===== src/rtl/bk_iopage_ctrl_pkg.sv =====
// Shared types and constants for the BK I/O-page controller.
// Default offsets and vectors reproduce the stock BK register set.
package bk_iopage_pkg;

   typedef enum logic [1:0] {IDLE, WAIT, ACT, HOLD} state_t;

   localparam logic [1:0] LANE_LO = 2'b01;
   localparam logic [1:0] LANE_HI = 2'b10;
   localparam logic [1:0] LANE_W  = 2'b11;

   localparam logic [39:0] DEF_REG_OFS   = {8'o116, 8'o114, 8'o064, 8'o062, 8'o060};
   localparam logic [31:0] DEF_CH_VECTOR = {16'o274, 16'o060};

   // Byte reads return the addressed byte right-justified.
   function automatic logic [15:0] rd_lane(input logic [15:0] w, input logic bt, input logic odd);
      if (!bt)
         return w;
      else if (odd)
         return {8'h00, w[15:8]};
      else
         return {8'h00, w[7:0]};
   endfunction

endpackage


===== src/rtl/bk_iopage_ctrl_if.sv =====
// vm1 bus as seen by the I/O-page controller: CPU cycle controls,
// data, reply/error and the interrupt request/priority pair.
interface bk_iopage_ctrl_if;
   logic        din;
   logic        dout;
   logic        wtbt;
   logic        iako;
   logic [15:0] addr;
   logic [15:0] cpu_data_i;
   logic [15:0] cpu_data_o;
   logic        rply;
   logic        error;
   logic        virq;
   logic [2:0]  cpu_pri;

   modport master (
      output din, dout, wtbt, iako, addr, cpu_data_i, cpu_pri,
      input  cpu_data_o, rply, error, virq
   );

   modport slave (
      input  din, dout, wtbt, iako, addr, cpu_data_i, cpu_pri,
      output cpu_data_o, rply, error, virq
   );
endinterface


===== src/rtl/bk_iopage_ctrl_prio_enc.sv =====
// Lowest-index-wins priority encoder: one-hot of the lowest set request
// plus a valid flag.
module bk_prio_enc #(
   parameter int N = 2
) (
   input  logic [N-1:0] req,
   output logic [N-1:0] onehot,
   output logic         valid
);

   always_comb begin
      onehot = '0;
      for (int i = N - 1; i >= 0; i--) begin
         if (req[i]) begin
            onehot    = '0;
            onehot[i] = 1'b1;
         end
      end
   end

   assign valid = |req;

endmodule


===== src/rtl/bk_iopage_ctrl.sv =====
// I/O-page controller: table-driven register decode, delayed reply
// and fixed-priority vectored interrupt acknowledge for the vm1 bus.
//   state | meaning
//   IDLE  | waiting for a new bus cycle (sync rising edge)
//   WAIT  | counting reply wait states; sync drop aborts
//   ACT   | one ce cycle with strobes/ack asserted, reply raised
//   HOLD  | reply held until the CPU releases sync
module bk_iopage_ctrl
   import bk_iopage_pkg::*;
#(
   parameter logic [15:0]         BASE        = 16'o177600,
   parameter int                  PAGE_AW     = 7,
   parameter int                  NREG        = 5,
   parameter logic [8*NREG-1:0]   REG_OFS     = DEF_REG_OFS,
   parameter int                  NCH         = 2,
   parameter int                  WAIT_STATES = 0,
   parameter int unsigned         INT_PRI     = 1
) (
   input  logic                 clk,
   input  logic                 reset,
   input  logic                 ce,
   bk_iopage_ctrl_if.slave      bus,
   output logic [NREG-1:0]      reg_sel,
   output logic                 reg_wr,
   output logic                 reg_rd,
   output logic [15:0]          reg_wdata,
   output logic [1:0]           reg_wmask,
   input  logic [NREG*16-1:0]   reg_rdata,
   input  logic [NCH-1:0]       ch_req,
   input  logic [NCH*16-1:0]    ch_vector,
   output logic [NCH-1:0]       ch_ack
);

   localparam logic [3:0] WS = 4'(WAIT_STATES);

   state_t               state_q, state_d;
   logic [3:0]           cnt_q, cnt_d;
   logic                 syncs_q;
   logic [PAGE_AW-1:0]   ofs_q, ofs_d;
   logic                 wtbt_q, wtbt_d, dout_q, dout_d, iak_q, iak_d;
   logic [15:0]          wd_q, wd_d;
   logic [NCH-1:0]       win_q, win_d;
   logic                 win_v_q, win_v_d;

   logic [NREG-1:0]      sel_q, sel_d;
   logic                 wr_q, wr_d, rd_q, rd_d, rply_q, rply_d, err_q, err_d;
   logic [15:0]          data_q, data_d, wdata_q, wdata_d;
   logic [1:0]           wmask_q, wmask_d;
   logic [NCH-1:0]       ack_q, ack_d;

   logic                 sync, hit, iak_in;
   logic [NCH-1:0]       win_oh;
   logic                 win_v;
   logic [NREG-1:0]      match, idx_oh;
   logic                 idx_v;
   logic [15:0]          rword, vec;

   assign sync   = bus.din | bus.dout;
   assign hit    = bus.addr[15:PAGE_AW] == BASE[15:PAGE_AW];
   assign iak_in = bus.iako & bus.din;

   bk_prio_enc #(.N(NCH)) u_win (.req(ch_req), .onehot(win_oh), .valid(win_v));

   // Odd byte addresses decode to their containing word.
   always_comb begin
      match = '0;
      for (int i = 0; i < NREG; i++)
         match[i] = 8'({ofs_q[PAGE_AW-1:1], 1'b0}) == REG_OFS[8*i +: 8];
   end

   bk_prio_enc #(.N(NREG)) u_idx (.req(match), .onehot(idx_oh), .valid(idx_v));

   always_comb begin
      rword = '0;
      for (int i = 0; i < NREG; i++)
         if (idx_oh[i]) rword = rword | reg_rdata[16*i +: 16];
      vec = '0;
      for (int i = 0; i < NCH; i++)
         if (win_q[i]) vec = vec | ch_vector[16*i +: 16];
   end

   always_comb begin
      state_d = state_q;
      cnt_d   = cnt_q;
      ofs_d   = ofs_q;
      wtbt_d  = wtbt_q;
      dout_d  = dout_q;
      iak_d   = iak_q;
      wd_d    = wd_q;
      win_d   = win_q;
      win_v_d = win_v_q;
      sel_d   = sel_q;
      wr_d    = 1'b0;
      rd_d    = 1'b0;
      ack_d   = '0;
      rply_d  = rply_q;
      err_d   = err_q;
      data_d  = data_q;
      wdata_d = wdata_q;
      wmask_d = wmask_q;
      case (state_q)
         IDLE: begin
            if (sync && !syncs_q && (hit || iak_in)) begin
               ofs_d   = bus.addr[PAGE_AW-1:0];
               wtbt_d  = bus.wtbt;
               dout_d  = bus.dout;
               iak_d   = iak_in;
               wd_d    = bus.cpu_data_i;
               win_d   = win_oh;
               win_v_d = win_v;
               cnt_d   = WS;
               state_d = WAIT;
            end
         end
         WAIT: begin
            if (!sync) begin
               state_d = IDLE;
            end else if (cnt_q != 4'd0) begin
               cnt_d = cnt_q - 4'd1;
            end else begin
               state_d = ACT;
               if (iak_q) begin
                  if (win_v_q) begin
                     data_d = vec;
                     ack_d  = win_q;
                     rply_d = 1'b1;
                  end else begin
                     err_d = 1'b1;
                  end
               end else if (idx_v) begin
                  sel_d  = idx_oh;
                  rply_d = 1'b1;
                  if (dout_q) begin
                     wr_d = 1'b1;
                     if (wtbt_q && ofs_q[0]) begin
                        wmask_d = LANE_HI;
                        wdata_d = {wd_q[7:0], wd_q[7:0]};
                     end else begin
                        wmask_d = wtbt_q ? LANE_LO : LANE_W;
                        wdata_d = wd_q;
                     end
                  end else begin
                     rd_d   = 1'b1;
                     data_d = rd_lane(rword, wtbt_q, ofs_q[0]);
                  end
               end else begin
                  err_d = 1'b1;
               end
            end
         end
         ACT, HOLD: begin
            if (!sync) begin
               state_d = IDLE;
               rply_d  = 1'b0;
               err_d   = 1'b0;
               sel_d   = '0;
            end else begin
               state_d = HOLD;
            end
         end
         default: state_d = IDLE;
      endcase
   end

   always_ff @(posedge clk) begin
      if (reset) begin
         state_q <= IDLE;
         cnt_q   <= '0;
         syncs_q <= 1'b1;
         ofs_q   <= '0;
         wtbt_q  <= 1'b0;
         dout_q  <= 1'b0;
         iak_q   <= 1'b0;
         wd_q    <= '0;
         win_q   <= '0;
         win_v_q <= 1'b0;
         sel_q   <= '0;
         wr_q    <= 1'b0;
         rd_q    <= 1'b0;
         ack_q   <= '0;
         rply_q  <= 1'b0;
         err_q   <= 1'b0;
         data_q  <= '0;
         wdata_q <= '0;
         wmask_q <= '0;
      end else if (ce) begin
         state_q <= state_d;
         cnt_q   <= cnt_d;
         syncs_q <= sync;
         ofs_q   <= ofs_d;
         wtbt_q  <= wtbt_d;
         dout_q  <= dout_d;
         iak_q   <= iak_d;
         wd_q    <= wd_d;
         win_q   <= win_d;
         win_v_q <= win_v_d;
         sel_q   <= sel_d;
         wr_q    <= wr_d;
         rd_q    <= rd_d;
         ack_q   <= ack_d;
         rply_q  <= rply_d;
         err_q   <= err_d;
         data_q  <= data_d;
         wdata_q <= wdata_d;
         wmask_q <= wmask_d;
      end
   end

   assign bus.cpu_data_o = data_q;
   assign bus.rply       = rply_q;
   assign bus.error      = err_q;
   assign bus.virq       = (|ch_req) && ({29'd0, bus.cpu_pri} < INT_PRI);
   assign reg_sel        = sel_q;
   assign reg_wr         = wr_q;
   assign reg_rd         = rd_q;
   assign reg_wdata      = wdata_q;
   assign reg_wmask      = wmask_q;
   assign ch_ack         = ack_q;

endmodule


===== src/flat_wrapper.sv =====
// flat-port wrapper written by rule: the top's interface ports become plain ports
module bk_iopage_ctrl_flat import bk_iopage_pkg::*;
#(
   parameter logic [15:0]         BASE        = 16'o177600,
   parameter int                  PAGE_AW     = 7,
   parameter int                  NREG        = 5,
   parameter logic [8*NREG-1:0]   REG_OFS     = DEF_REG_OFS,
   parameter int                  NCH         = 2,
   parameter int                  WAIT_STATES = 0,
   parameter int unsigned         INT_PRI     = 1
)
  (clk, reset, ce, reg_sel, reg_wr, reg_rd, reg_wdata, reg_wmask, reg_rdata, ch_req, ch_vector, ch_ack, bus_din, bus_dout, bus_wtbt, bus_iako, bus_addr, bus_cpu_data_i, bus_cpu_pri, bus_cpu_data_o, bus_rply, bus_error, bus_virq);
  bk_iopage_ctrl_if bus_i ();
  input  logic clk;
  input  logic reset;
  input  logic ce;
  output logic [NREG-1:0] reg_sel;
  output logic reg_wr;
  output logic reg_rd;
  output logic [15:0] reg_wdata;
  output logic [1:0] reg_wmask;
  input  logic [NREG*16-1:0] reg_rdata;
  input  logic [NCH-1:0] ch_req;
  input  logic [NCH*16-1:0] ch_vector;
  output logic [NCH-1:0] ch_ack;
  input wire logic [$bits(bus_i.din)-1:0] bus_din;
  input wire logic [$bits(bus_i.dout)-1:0] bus_dout;
  input wire logic [$bits(bus_i.wtbt)-1:0] bus_wtbt;
  input wire logic [$bits(bus_i.iako)-1:0] bus_iako;
  input wire logic [$bits(bus_i.addr)-1:0] bus_addr;
  input wire logic [$bits(bus_i.cpu_data_i)-1:0] bus_cpu_data_i;
  input wire logic [$bits(bus_i.cpu_pri)-1:0] bus_cpu_pri;
  output wire logic [$bits(bus_i.cpu_data_o)-1:0] bus_cpu_data_o;
  output wire logic [$bits(bus_i.rply)-1:0] bus_rply;
  output wire logic [$bits(bus_i.error)-1:0] bus_error;
  output wire logic [$bits(bus_i.virq)-1:0] bus_virq;
  assign bus_i.din = bus_din;
  assign bus_i.dout = bus_dout;
  assign bus_i.wtbt = bus_wtbt;
  assign bus_i.iako = bus_iako;
  assign bus_i.addr = bus_addr;
  assign bus_i.cpu_data_i = bus_cpu_data_i;
  assign bus_i.cpu_pri = bus_cpu_pri;
  assign bus_cpu_data_o = bus_i.cpu_data_o;
  assign bus_rply = bus_i.rply;
  assign bus_error = bus_i.error;
  assign bus_virq = bus_i.virq;
  bk_iopage_ctrl #(.BASE(BASE), .PAGE_AW(PAGE_AW), .NREG(NREG), .REG_OFS(REG_OFS), .NCH(NCH), .WAIT_STATES(WAIT_STATES), .INT_PRI(INT_PRI)) u_core (.clk(clk), .reset(reset), .ce(ce), .bus(bus_i), .reg_sel(reg_sel), .reg_wr(reg_wr), .reg_rd(reg_rd), .reg_wdata(reg_wdata), .reg_wmask(reg_wmask), .reg_rdata(reg_rdata), .ch_req(ch_req), .ch_vector(ch_vector), .ch_ack(ch_ack));
endmodule

===== config.mk =====
export PLATFORM = sky130hd
export DESIGN_NAME = bk_iopage_ctrl_flat
export DESIGN_NICKNAME = d
export VERILOG_FILES = /design/src/rtl/bk_iopage_ctrl_pkg.sv /design/src/rtl/bk_iopage_ctrl_if.sv /design/src/rtl/bk_iopage_ctrl_prio_enc.sv /design/src/rtl/bk_iopage_ctrl.sv /design/src/flat_wrapper.sv
export SDC_FILE = /design/constraint.sdc
export NUM_CORES = 1
export LEC_CHECK = 0
export BUFFER_PORTS_ARGS = -buffer_cell sky130_fd_sc_hd__buf_4
export CORE_MARGIN = 1
export CORE_UTILIZATION = 45
export CTS_CLUSTER_SIZE = 12
export DETAILED_ROUTE_END_ITERATION = 16
export PLACE_DENSITY = 0.75
export SLEW_MARGIN = 40
export SYNTH_ARGS = -nofsm -noshare
export SYNTH_HDL_FRONTEND = slang
export SYNTH_SLANG_ARGS = --single-unit

===== constraint.sdc =====
create_clock -name clk -period 2.16 [get_ports clk]
set_input_delay 0.432 -clock clk [delete_from_list [all_inputs] [get_ports clk]]
set_output_delay 0.432 -clock clk [all_outputs]
set_load 0.05 [all_outputs]

# == Word-level counts from Yosys, hierarchy flattened ==
# Cells that the tools add are included.
# op_classes
n_mux,68
n_eq_ne,23
addsub,1
div,0
shift,0
n_reduce_logical,22
n_lt_le_gt_ge,1
multipliers,0
bitwise,9
# op_table
operator,count
16-bit two-way mux,13
16-bit bitwise OR,5
5-bit two-way mux,10
7-bit AND reduction,5
2-bit two-way mux,13
1-bit two-way mux,23
"6-bit by 5-bit equality test with 1-bit output, second input constant",3
"6-bit equality test, second input constant",2
4-bit two-way mux,3
"2-bit != test, second input constant",5
5-bit case mux with 2 select lines,1
"9-bit equality test, second input constant",1
"3-bit != test, second input constant",3
8-bit two-way mux,1
"2-bit by 1-bit != test with 1-bit output, second input constant",4
4-bit case mux with 2 select lines,1
2-bit case mux with 3 select lines,1
3-bit AND reduction,2
2-bit nonzero test,3
5-bit AND reduction,1
5-bit OR reduction,1
"2-bit equality test, second input constant",2
1-bit logical AND,4
1-bit case mux with 2 select lines,2
other kinds (13),15
# word_totals
mem_count,0
latchBits,0
rom_bits,0
reg_bits,81
output_inout_bits,46
mem_bits_rw,0
in_bits,156

# == Longest topological paths before layout ==
# Gate-level depths: netlist (run 1).
# logic_depth
word_depth,20
depth_mapped,9
mapped_depth_nobuf,7

# == Hierarchy ==
# Synthesis (run 1) repeated with hierarchy kept, for this count alone.
# hier_totals
cells_unflattened,520
area_unflattened_um2,4035.1
# modules_own_cells
mod,cells_each,n_inst,area_per_inst_um2
bk_iopage_ctrl,510,1,3957.5
bk_prio_enc (u_core.u_idx),7,1,57.6
bk_prio_enc (u_core.u_win),3,1,20.0

# == Least setup slack after synthesis (run 1) ==
# No wires, ideal clock.
# synth_timing
path_type,input to output
startpoint,input port bus_cpu_pri[1]
endpoint,output port bus_virq
t_arrival_ps,1987
stages,1
setup_slack_ps,-259
path_buffers,0
path_cell_list,nor4_1
# synth_via
elab_chain_cells,2
# synth_lines
item,line,rtl
"start, declared",flat_wrapper.sv:32,input wire logic [$bits(bus_i.cpu_pri)-1:0] bus_cpu_pri;
3-bit by 1-bit less-than comparator with 1-bit output,bk_iopage_ctrl.sv:212,"assign bus.virq = (|ch_req) && ({29'd0, bus.cpu_pri} < INT_PRI);"
1-bit logical AND,bk_iopage_ctrl.sv:212,
"end, declared",flat_wrapper.sv:36,output wire logic [$bits(bus_i.virq)-1:0] bus_virq;
# No other way between the ends.

# == Worst setup path after layout (run 1) ==
# layout_timing
startpoint,register u_core.cnt_q[0]
endpoint,"register u_core.sel_q[4], in the netlist u_core.reg_sel[4]"
# layout_via
elab_chain_cells,3
# layout_lines
item,line,rtl
"start, declared",bk_iopage_ctrl.sv:37,"logic [3:0] cnt_q, cnt_d;"
"start signal, assigned",bk_iopage_ctrl.sv:188,cnt_q <= cnt_d;
4-bit nonzero test,bk_iopage_ctrl.sv:118,end else if (cnt_q != 4'd0) begin
2-bit != test (no source line),--,
7-bit AND reduction (no source line),--,
"end signal, assigned",bk_iopage_ctrl.sv:197,sel_q <= sel_d;
"end, declared",bk_iopage_ctrl.sv:45,"logic [NREG-1:0] sel_q, sel_d;"
# No other way between the ends.
# A chain may end at the register's enable or synchronous reset.

==> results of run 1 <==
cells by family (layout without fill, tap and decap cells):
group                      count (synthesis)  count (layout)
adders and majority gates                  1               1
DFF                                       81              81
and+or+nand+nor                          200             200
AOI/OAI and AO/OA                        138             138
buffers and inverters                     51             262
muxes                                     41              41
cell type report:
type                    count  area, um^2  area share [%]
multi-input cells         380        2490            39.3
repair buffers            238        1810            28.6
flip-flops and latches     81        1620            25.6
well taps                 129         161            2.55
clock buffers               9         124            1.96
clock inverters             6        90.1            1.42
inverters                   9        33.8           0.534
worst max-delay path, stage by stage (launching register included):
cell and delay [ps]:
dfxtp_1 340, inv_1 60, ha_1 210, nand4bb_4 160, buf_4 180, nor3_2 130
o21ai_1 140, or4_1 540, a21oi_1 160
per-layer routing:
layer / global-route usage (%) / up-vias
met1: 34.3 / 2213
met5: 0 / -
li1: - / 2310
met3: 4.87 / 38
met2: 51.7 / 208
met4: 14.7 / 0
worst max-delay path by stage:
stage	start	end	slack, ps	cells after the start
2_1_floorplan	bus_cpu_pri[1]	bus_virq	330	1
3_3_place_gp	bus_dout	u_core.bus.cpu_data_o[1]$_SDFFE_PP0P_	-40	7
3_5_place_dp	u_core.ofs_q[6]$_SDFFE_PP0P_	u_core.bus.cpu_data_o[6]$_SDFFE_PP0P_	90	7
4_1_cts	u_core.ofs_q[6]$_SDFFE_PP0P_	u_core.bus.cpu_data_o[6]$_SDFFE_PP0P_	80	7
5_1_grt	u_core.cnt_q[0]$_SDFFE_PP0P_	u_core.bus.cpu_data_o[3]$_SDFFE_PP0P_	10	8
6_report	u_core.cnt_q[0]$_SDFFE_PP0P_	u_core.reg_sel[4]$_SDFFE_PP0P_	180	8
repair_timing:
| item | CTS | global route |
|---|---|---|
| buffers inserted | 0 | 2 |
| gates resized for setup | 0 | 2 |
| setup endpoints to repair | 0 | 10 |
state kept, by name, indices dropped and copies added, names as in the netlist, 2 cells and up:
signal	cells
u_core.reg_wdata	16
u_core.ofs_q	7
u_core.win_q	2
u_core.reg_wmask	2
u_core.state_q	2
u_core.bus.cpu_data_o	16
u_core.wd_q	16
u_core.ch_ack	2
u_core.cnt_q	4
u_core.reg_sel	5
power breakdown:
part           leakage [nW]  internal [mW]  switching [mW]  total, mW
registers             0.653           1.50         0.00376       1.50
clock network         0.106          0.651           0.574       1.23
logic                  1.84          0.218           0.120      0.338
metrics by stage:
| stage | utilization [%] | setup TNS (ps) | power (mW) |
|---|---|---|---|
| after floorplan | - | 0 | 1.62 |
| after global placement | 65.5 | -139 | 1.87 |
| after detailed placement | 65.6 | 0 | 1.87 |
| after CTS | 67.9 | 0 | 3.08 |
| after global routing | 68.2 | 0 | 3.16 |
| final | 68.2 | 0 | 3.06 |
placed cells by master, fill, tap and decap left out, types with 10 or more instances in the layout:
master / Yosys / layout
a21oi_1: 51 / 51
a311oi_1: 10 / 10
buf_4: 4 / 236
dfxtp_1: 81 / 80
mux2i_1: 33 / 33
nand2_1: 80 / 80
nand3_1: 12 / 12
nor2_1: 38 / 38
nor3_1: 32 / 32
==> impl_metrics.csv, run 1 <==
group,metric,value,unit
outcome,status,"completed",
synth,synth_compound_area_share,23.6,%
synth,synth_edf_count,0,
timing,rsz0062_at_grt,"no",
critical_path,cp-end-kind,"flop",
placed_design,placed_cells,835,
layout,drive_above_1_share,39.8,%
detailed_routing,wl_met1,5.68,mm
timing,fin_crit,1980,ps
detailed_routing,wl_met3,964,um
timing,hold_viol_final,0,
grt,grt_max_degree,59,
clocking,cts_inserted_buffers,9,
min_path,holdPathEnd,"u_core.wd_q[4]$_SDFFE_PP0P_",
synth,synth_area_leaders,"dfxtp_1, mux2i_1, nand2_1",
floorplanning,die_h,100,um
placed_design,dp_hpwl,11.0,mm
detailed_routing,wl_per_cell,16.9,um
synth,synthMuxAreaShare,9.73,%
layout,area_growth,46.5,%
timing,fin_skew,12.7,ps
pwr,ir_drop,0.000388,V
grt,grt_usage,29.3,%
detailed_routing,route.detailed.drc,0,
flow_run,drv_cap,0,
clocking,cts_hold_buf,0,
detailed_routing,drt-vias-per-instance,5.60,
critical_path,reg2reg_depth,8,
timing,setup_slack,175,ps
floorplanning,initial_core_util,46.5,%
min_path,hp-start,"bus_cpu_data_i[4]",
detailed_routing,first_iter_violations,185,
synth,synth.most_common_cell,"dfxtp_1",
critical_path,worst-r2r-setup-slack,180,ps
layout,nFillCells,787,
synth,yosys.area.top_type,"dfxtp_1",
clocking,cts-root-buf,"clkbuf_8",
clocking,cts_tree,"done",
grt,first_global_vias,4777,
placed_design,dpl_cell_area,6090,um^2
synth,synth-adder-area-share,0.290,%
timing,clock.fmax,504,MHz
critical_path,worstSetupStartpointType,"flop",
synth,syn_area_per_cell,8.44,um^2
detailed_routing,vias,4769,
detailed_routing,top_layer,"met4",
placed_design,io_buffers,201,
synth,synth_ff_type,"dfxtp_1",
floorplanning,die_area,10000,um^2
timing,period_share,91.9,%
timing,worst_pin_slew,730,ps
critical_path,r2r_end,"u_core.reg_sel[4]$_SDFFE_PP0P_",
clocking,cts_buffer_depth,2,
synth,synthSimpleGateAreaFrac,23.3,%
detailed_routing,ant_nets,0,
detailed_routing,wirelength,14.4,mm
clocking,cts.clk_slew.worst_paths,90,ps
timing,finalSetupViolCount,0,
layout,antenna_cells,0,
min_path,min_path_cells,3,
pwr,power.leakage,2.60,nW
detailed_routing,drt_pass1_iterations,5,
timing,slew_viol_final,0,
synth,netlist_top_cells_count,"dfxtp_1, nand2_1, a21oi_1",
clocking,cts_sinks,81,
min_path,hp-class,"in2reg",
synth,ys_types,54,
grt,grt_pass1_wl,22.9,mm
pwr,p_per_area,484,nW/um^2
floorplanning,core,9280,um^2
synth,synth_top_area_share,37.5,%
layout,fin_nets,876,
floorplanning,ios,202,
critical_path,timing.rr.start,"u_core.cnt_q[0]$_SDFFE_PP0P_",
floorplanning,die_w,100,um
critical_path,crit_fanout,4,
placed_design,dp_slack,91.1,ps
floorplanning,rows,35,
grt,antenna_found_initial,0,
placed_design,gp_congestion,0.950,
layout,instances_no_fill,852,
timing,hold_slack,313,ps
critical_path,critPathArrivalTime,2270,ps
synth,async_flop_share,0,%
clocking,cts.htree.levels,3,
critical_path,crit_required,2440,ps
timing,maxSlewHeadroom,51.2,%
grt,gr-total-overflow,0,
synth,syn_nets,669,
detailed_routing,wl_met2,7.27,mm
layout,design_area,6330,um^2
critical_path,worst-setup-path-type,"reg2reg",
synth,netlist_instances,512,
synth,ys_seq_elements,81,
clocking,insertion_delay,360,ps
synth,yosysSeqAreaShare,37.5,%
synth,synthXorXnorAreaFrac,0,%
synth,synthesis.area,4320,um^2
synth,synth_top_family_by_area,"compound AO/OA/AOI/OAI gates",
synth,yosysWarnings,0,
No activity file was read; power rests on OpenSTA's default activity.
==> inputs of run 2 (changes only) <==
--- a/config.mk
+++ b/config.mk
@@ -6,11 +6,12 @@
 export NUM_CORES = 1
 export LEC_CHECK = 0
 export BUFFER_PORTS_ARGS = -buffer_cell sky130_fd_sc_hd__buf_4
-export CORE_MARGIN = 1
+export CORE_MARGIN = 2
 export CORE_UTILIZATION = 45
 export CTS_CLUSTER_SIZE = 12
 export DETAILED_ROUTE_END_ITERATION = 16
 export PLACE_DENSITY = 0.75
+export SKIP_CTS_REPAIR_TIMING = 1
 export SLEW_MARGIN = 40
 export SYNTH_ARGS = -nofsm -noshare
 export SYNTH_HDL_FRONTEND = slang
==> impl_metrics.csv, run 2 (synthesized netlist as in run 1, its figures left out) <==
group,metric,value,unit
outcome,status,"completed",
critical_path,cp-end-kind,"flop",
critical_path,cpMostUsedCell,"a21oi_1",
clocking,cts_tree,"done",
placed_design,dp_slack,96.3,ps
timing,setup_slack,192,ps
timing,clock.fmax,508,MHz
timing,hold_viol_final,0,
critical_path,worstSetupStartpointType,"flop",
floorplanning,die_h,102,um
grt,antenna_found_initial,0,
clocking,cts_sinks,81,
timing,period_share,91.1,%
timing,maxSlewHeadroom,60.1,%
pwr,ir_drop,0.000304,V
grt,grt_usage,27.5,%
grt,gr-total-overflow,0,
layout,final_common_cell,"buf_4",
critical_path,crit_family,"simple AND/OR/NAND/NOR gates",
clocking,cts.clk_slew.worst_paths,90,ps
timing,rsz0062_at_grt,"no",
layout,drive_above_1_share,38.3,%
critical_path,path_cells,"nand4bb_4 -> o22ai_4 -> a21oi_1 -> or4_1 -> a21oi_1",
layout,design_area,6190,um^2
floorplanning,rows,35,
critical_path,critPathArrivalTime,2240,ps
clocking,cts_inserted_buffers,9,
placed_design,io_buffers,201,
placed_design,gp_congestion,0.912,
critical_path,cp_slowest_cell,"or4_1",
detailed_routing,ant_nets,0,
critical_path,worst-setup-path-type,"reg2reg",
detailed_routing,vias,4672,
pwr,p_per_area,449,nW/um^2
grt,grt_max_degree,59,
critical_path,crit_path_start,"u_core.ofs_q[6]$_SDFFE_PP0P_",
critical_path,max_stage_delay,500,ps
layout,antenna_cells,0,
floorplanning,initial_core_util,46.5,%
layout,fin_nets,863,
min_path,hp-class,"in2reg",
timing,fin_crit,1970,ps
flow_run,drv_cap,0,
critical_path,crit_fanout,11,
critical_path,crit_required,2430,ps
timing,worst_pin_slew,599,ps
critical_path,crit_buf_inv,0,
clocking,cts-root-buf,"clkbuf_8",
timing,tns,0,ps
layout,area_growth,43.3,%
detailed_routing,drt-vias-per-instance,5.57,
critical_path,timing.rr.start,"u_core.ofs_q[6]$_SDFFE_PP0P_",
floorplanning,die_w,102,um
timing,finalSetupViolCount,0,
pwr,power.leakage,2.51,nW
clocking,insertion_delay,350,ps
detailed_routing,route.detailed.drc,0,
grt,grt_pass1_wl,22.6,mm
floorplanning,die_area,10400,um^2
placed_design,dp_hpwl,11.2,mm
floorplanning,ios,202,
grt,first_global_vias,4529,
layout,nFillCells,797,
detailed_routing,wl_per_cell,17.3,um
layout,final_cell_mix,"buf_4, nand2_1, dfxtp_1, a21oi_1, nor2_1",
clocking,cts_buffer_depth,2,
layout,post-route-util,66.7,%
timing,slew_viol_final,0,
min_path,hp-start,"bus_cpu_data_i[9]",
detailed_routing,drt_pass1_iterations,5,
detailed_routing,first_iter_violations,225,
timing,fin_skew,12.9,ps
placed_design,dpl_cell_area,6010,um^2
floorplanning,core,9280,um^2
clocking,cts.htree.levels,3,
detailed_routing,wirelength,14.6,mm
==> run 2: worst register-to-register path, cell delays in order (launching register included) <==
cell	delay [ps]
dfxtp_1	360
nand4bb_4	380
o22ai_4	310
a21oi_1	220
or4_1	500
a21oi_1	150
==> run 2: metrics by stage <==
stage | std cells | hold slack, ps | power, mW
6_report | 839 | 325 | 2.78
5_1_grt | 839 | 314 | 2.90
4_1_cts | 839 | 318 | 2.80
3_5_place_dp | 824 | 446 | 1.86
3_3_place_gp | 824 | 441 | 1.86
2_1_floorplan | 512 | 437 | 1.62
==> run 2: layer usage <==
layer | share of wire (%) | vias to the layer above | global-route usage [%]
met5 | 0 | - | 0
met4 | 2.8 | 0 | 10.5
met3 | 7.4 | 30 | 5.61
met2 | 51 | 174 | 49.1
met1 | 39 | 2194 | 32.5
li1 | - | 2274 | -
==> run 2: final timing paths <==
kind,endpoint,slack [ps],cells after the start
worst max-delay path,u_core.reg_sel[4]$_SDFFE_PP0P_,190,5
worst min-delay path,u_core.wd_q[9]$_SDFFE_PP0P_,330,3
worst max register to register,u_core.reg_sel[4]$_SDFFE_PP0P_,190,5
worst min register to register,u_core.bus.cpu_data_o[1]$_SDFFE_PP0P_,460,2
==> run 2: final cells by class <==
class / count / area [um^2] / share of cell area [%]
Clock buffer: 11 / 131 / 2.12
Clock inverter: 4 / 30.0 / 0.485
Tap cell: 129 / 161 / 2.61
Multi-Input combinational cell: 380 / 2490 / 40.2
Sequential cell: 81 / 1620 / 26.2
Timing Repair Buffer: 225 / 1730 / 27.9
Inverter: 9 / 33.8 / 0.545
==> run 2: power breakdown <==
group	switching (mW)	leakage [nW]	internal, mW
logic	0.118	1.77	0.211
registers	0.00428	0.653	1.50
clock network	0.536	0.0798	0.417
total	0.658	2.51	2.12
==> inputs of run 3 (changes only) <==
--- a/config.mk
+++ b/config.mk
@@ -10,6 +10,7 @@
 export CORE_UTILIZATION = 45
 export CTS_CLUSTER_SIZE = 12
 export DETAILED_ROUTE_END_ITERATION = 16
+export GPL_TIMING_DRIVEN = 0
 export PLACE_DENSITY = 0.75
 export SKIP_CTS_REPAIR_TIMING = 1
 export SLEW_MARGIN = 40
==> impl_metrics.csv, run 3 (synthesized netlist as in run 1, its figures left out) <==
group,metric,value,unit
min_path,hp-class,"in2reg",
outcome,status,"completed",
detailed_routing,route.detailed.drc,0,
floorplanning,die_area,10400,um^2
critical_path,max_stage_delay,350,ps
layout,multi_input_area,2490,um^2
timing,slew_viol_final,0,
layout,final_common_cell,"buf_4",
layout,nFillCells,805,
critical_path,crit_buf_inv,3,
floorplanning,die_h,102,um
placed_design,io_buffers,199,
floorplanning,core,9280,um^2
clocking,cts_buffer_depth,2,
timing,hold_viol_final,0,
critical_path,r2r_end,"u_core.bus.cpu_data_o[13]$_SDFFE_PP0P_",
grt,grt_pass1_wl,23.6,mm
timing,period_share,95.3,%
layout,antenna_cells,0,
pwr,ir_drop,0.000452,V
critical_path,cp_slowest_cell,"dfxtp_1",
grt,grt_max_degree,16,
layout,drive_above_1_share,36.5,%
pwr,p_per_area,501,nW/um^2
floorplanning,die_w,102,um
detailed_routing,drt-vias-per-instance,5.67,
clocking,cts-root-buf,"clkbuf_8",
min_path,min_path_cells,3,
critical_path,critPathArrivalTime,2280,ps
critical_path,worstSetupStartpointType,"flop",
grt,antenna_found_initial,0,
detailed_routing,wl_per_cell,18.4,um
pwr,power.leakage,2.52,nW
timing,worst_pin_slew,585,ps
placed_design,gp_congestion,0.890,
critical_path,path_cells,"inv_1 -> ha_2 -> nand4bb_4 -> nor3_4 -> buf_4 -> a31oi_2 -> buf_6 -> a221oi_2 -> nor3_1",
critical_path,cp-end-kind,"flop",
floorplanning,ios,202,
critical_path,worst-r2r-setup-slack,100,ps
clocking,cts.htree.levels,3,
clocking,insertion_delay,350,ps
layout,area_growth,44.9,%
clocking,cts_tree,"done",
detailed_routing,ant_nets,0,
timing,rsz0062_at_grt,"no",
min_path,holdPathEnd,"u_core.wd_q[2]$_SDFFE_PP0P_",
grt,first_global_vias,4697,
grt,gr-total-overflow,0,
clocking,cts.clk_slew.worst_paths,90,ps
layout,final_cell_mix,"buf_4, dfxtp_1, nand2_1, a21oi_1, nor2_1",
critical_path,reg2reg_depth,9,
critical_path,crit_required,2380,ps
timing,fin_crit,2060,ps
flow_run,drv_cap,0,
timing,setup_slack,101,ps
clocking,cts_sinks,81,
timing,maxSlewHeadroom,61.0,%
placed_design,dp_hpwl,12.3,mm
detailed_routing,first_iter_violations,250,
critical_path,crit_fanout,10,
min_path,hp-start,"bus_cpu_data_i[2]",
grt,grt_usage,29.3,%
layout,regArea,1620,um^2
placed_design,dpl_cell_area,5980,um^2
layout,fin_nets,880,
critical_path,timing.rr.start,"u_core.cnt_q[0]$_SDFFE_PP0P_",
timing,clock.fmax,486,MHz
placed_design,dp_slack,-112,ps
clocking,cts_inserted_buffers,9,
layout,design_area,6260,um^2
critical_path,crit_family,"simple AND/OR/NAND/NOR gates",
floorplanning,initial_core_util,46.5,%
timing,fin_skew,11.8,ps
critical_path,worst-setup-path-type,"reg2reg",
detailed_routing,drt_pass1_iterations,6,
detailed_routing,wirelength,15.8,mm
timing,finalSetupViolCount,0,
detailed_routing,vias,4862,
floorplanning,rows,35,
-- run 3: report_power, final --
part	switching, mW	internal (mW)	total, mW
logic	0.128	0.211	0.339
clock network	0.601	0.699	1.30
registers	0.00345	1.50	1.50
-- run 3: tightest hold or removal path, cell delays in order --
cell	delay, ps
buf_4	110
nand2_1	40
a21oi_1	50
-- run 3: per-stage QoR --
stage / instances / util (%) / setup TNS, ps / hold WS (ps) / total power [mW]
floorplan: 512 / - / 0 / 437 / 1.62
global placement: 840 / 64.4 / -114 / 441 / 1.87
detailed placement: 840 / 64.4 / -141 / 447 / 1.87
CTS: 856 / 67.0 / -123 / 308 / 3.14
global route: 857 / 67.5 / 0 / 311 / 3.23
finish: 857 / 67.5 / 0 / 317 / 3.14
-- run 3: how the worst max path moves through the flow --
stage                                      start  slack, ps  cells past startpoint                                      to
CTS                 u_core.cnt_q[0]$_SDFFE_PP0P_       -120                      8  u_core.bus.cpu_data_o[13]$_SDFFE_PP0P_
global placement                        bus_dout        -60                      8            u_core.win_q[1]$_SDFFE_PP0P_
global route        u_core.cnt_q[0]$_SDFFE_PP0P_          3                      9   u_core.bus.cpu_data_o[4]$_SDFFE_PP0P_
finish              u_core.cnt_q[0]$_SDFFE_PP0P_        100                      9  u_core.bus.cpu_data_o[13]$_SDFFE_PP0P_
detailed placement  u_core.cnt_q[0]$_SDFFE_PP0P_       -110                      8  u_core.bus.cpu_data_o[13]$_SDFFE_PP0P_
floorplan                         bus_cpu_pri[1]        330                      1                                bus_virq
-- run 3: area by class of cell --
type	instances	share of cell area (%)
clock buffers	10	2.20
multi-input cells	380	39.7
inverters	9	0.539
clock inverters	6	1.56
plain buffers	42	3.54
repair buffers	200	24.0
well taps	129	2.58
flip-flops and latches	81	25.9
-- run 3: routing by layer --
metal	up-vias	GRT usage (%)	wire, um
met5	-	0	0
met4	0	11.4	512
met3	41	3.97	1030
met2	205	51.0	7730
met1	2295	36.7	6510
li1	2321	-	-
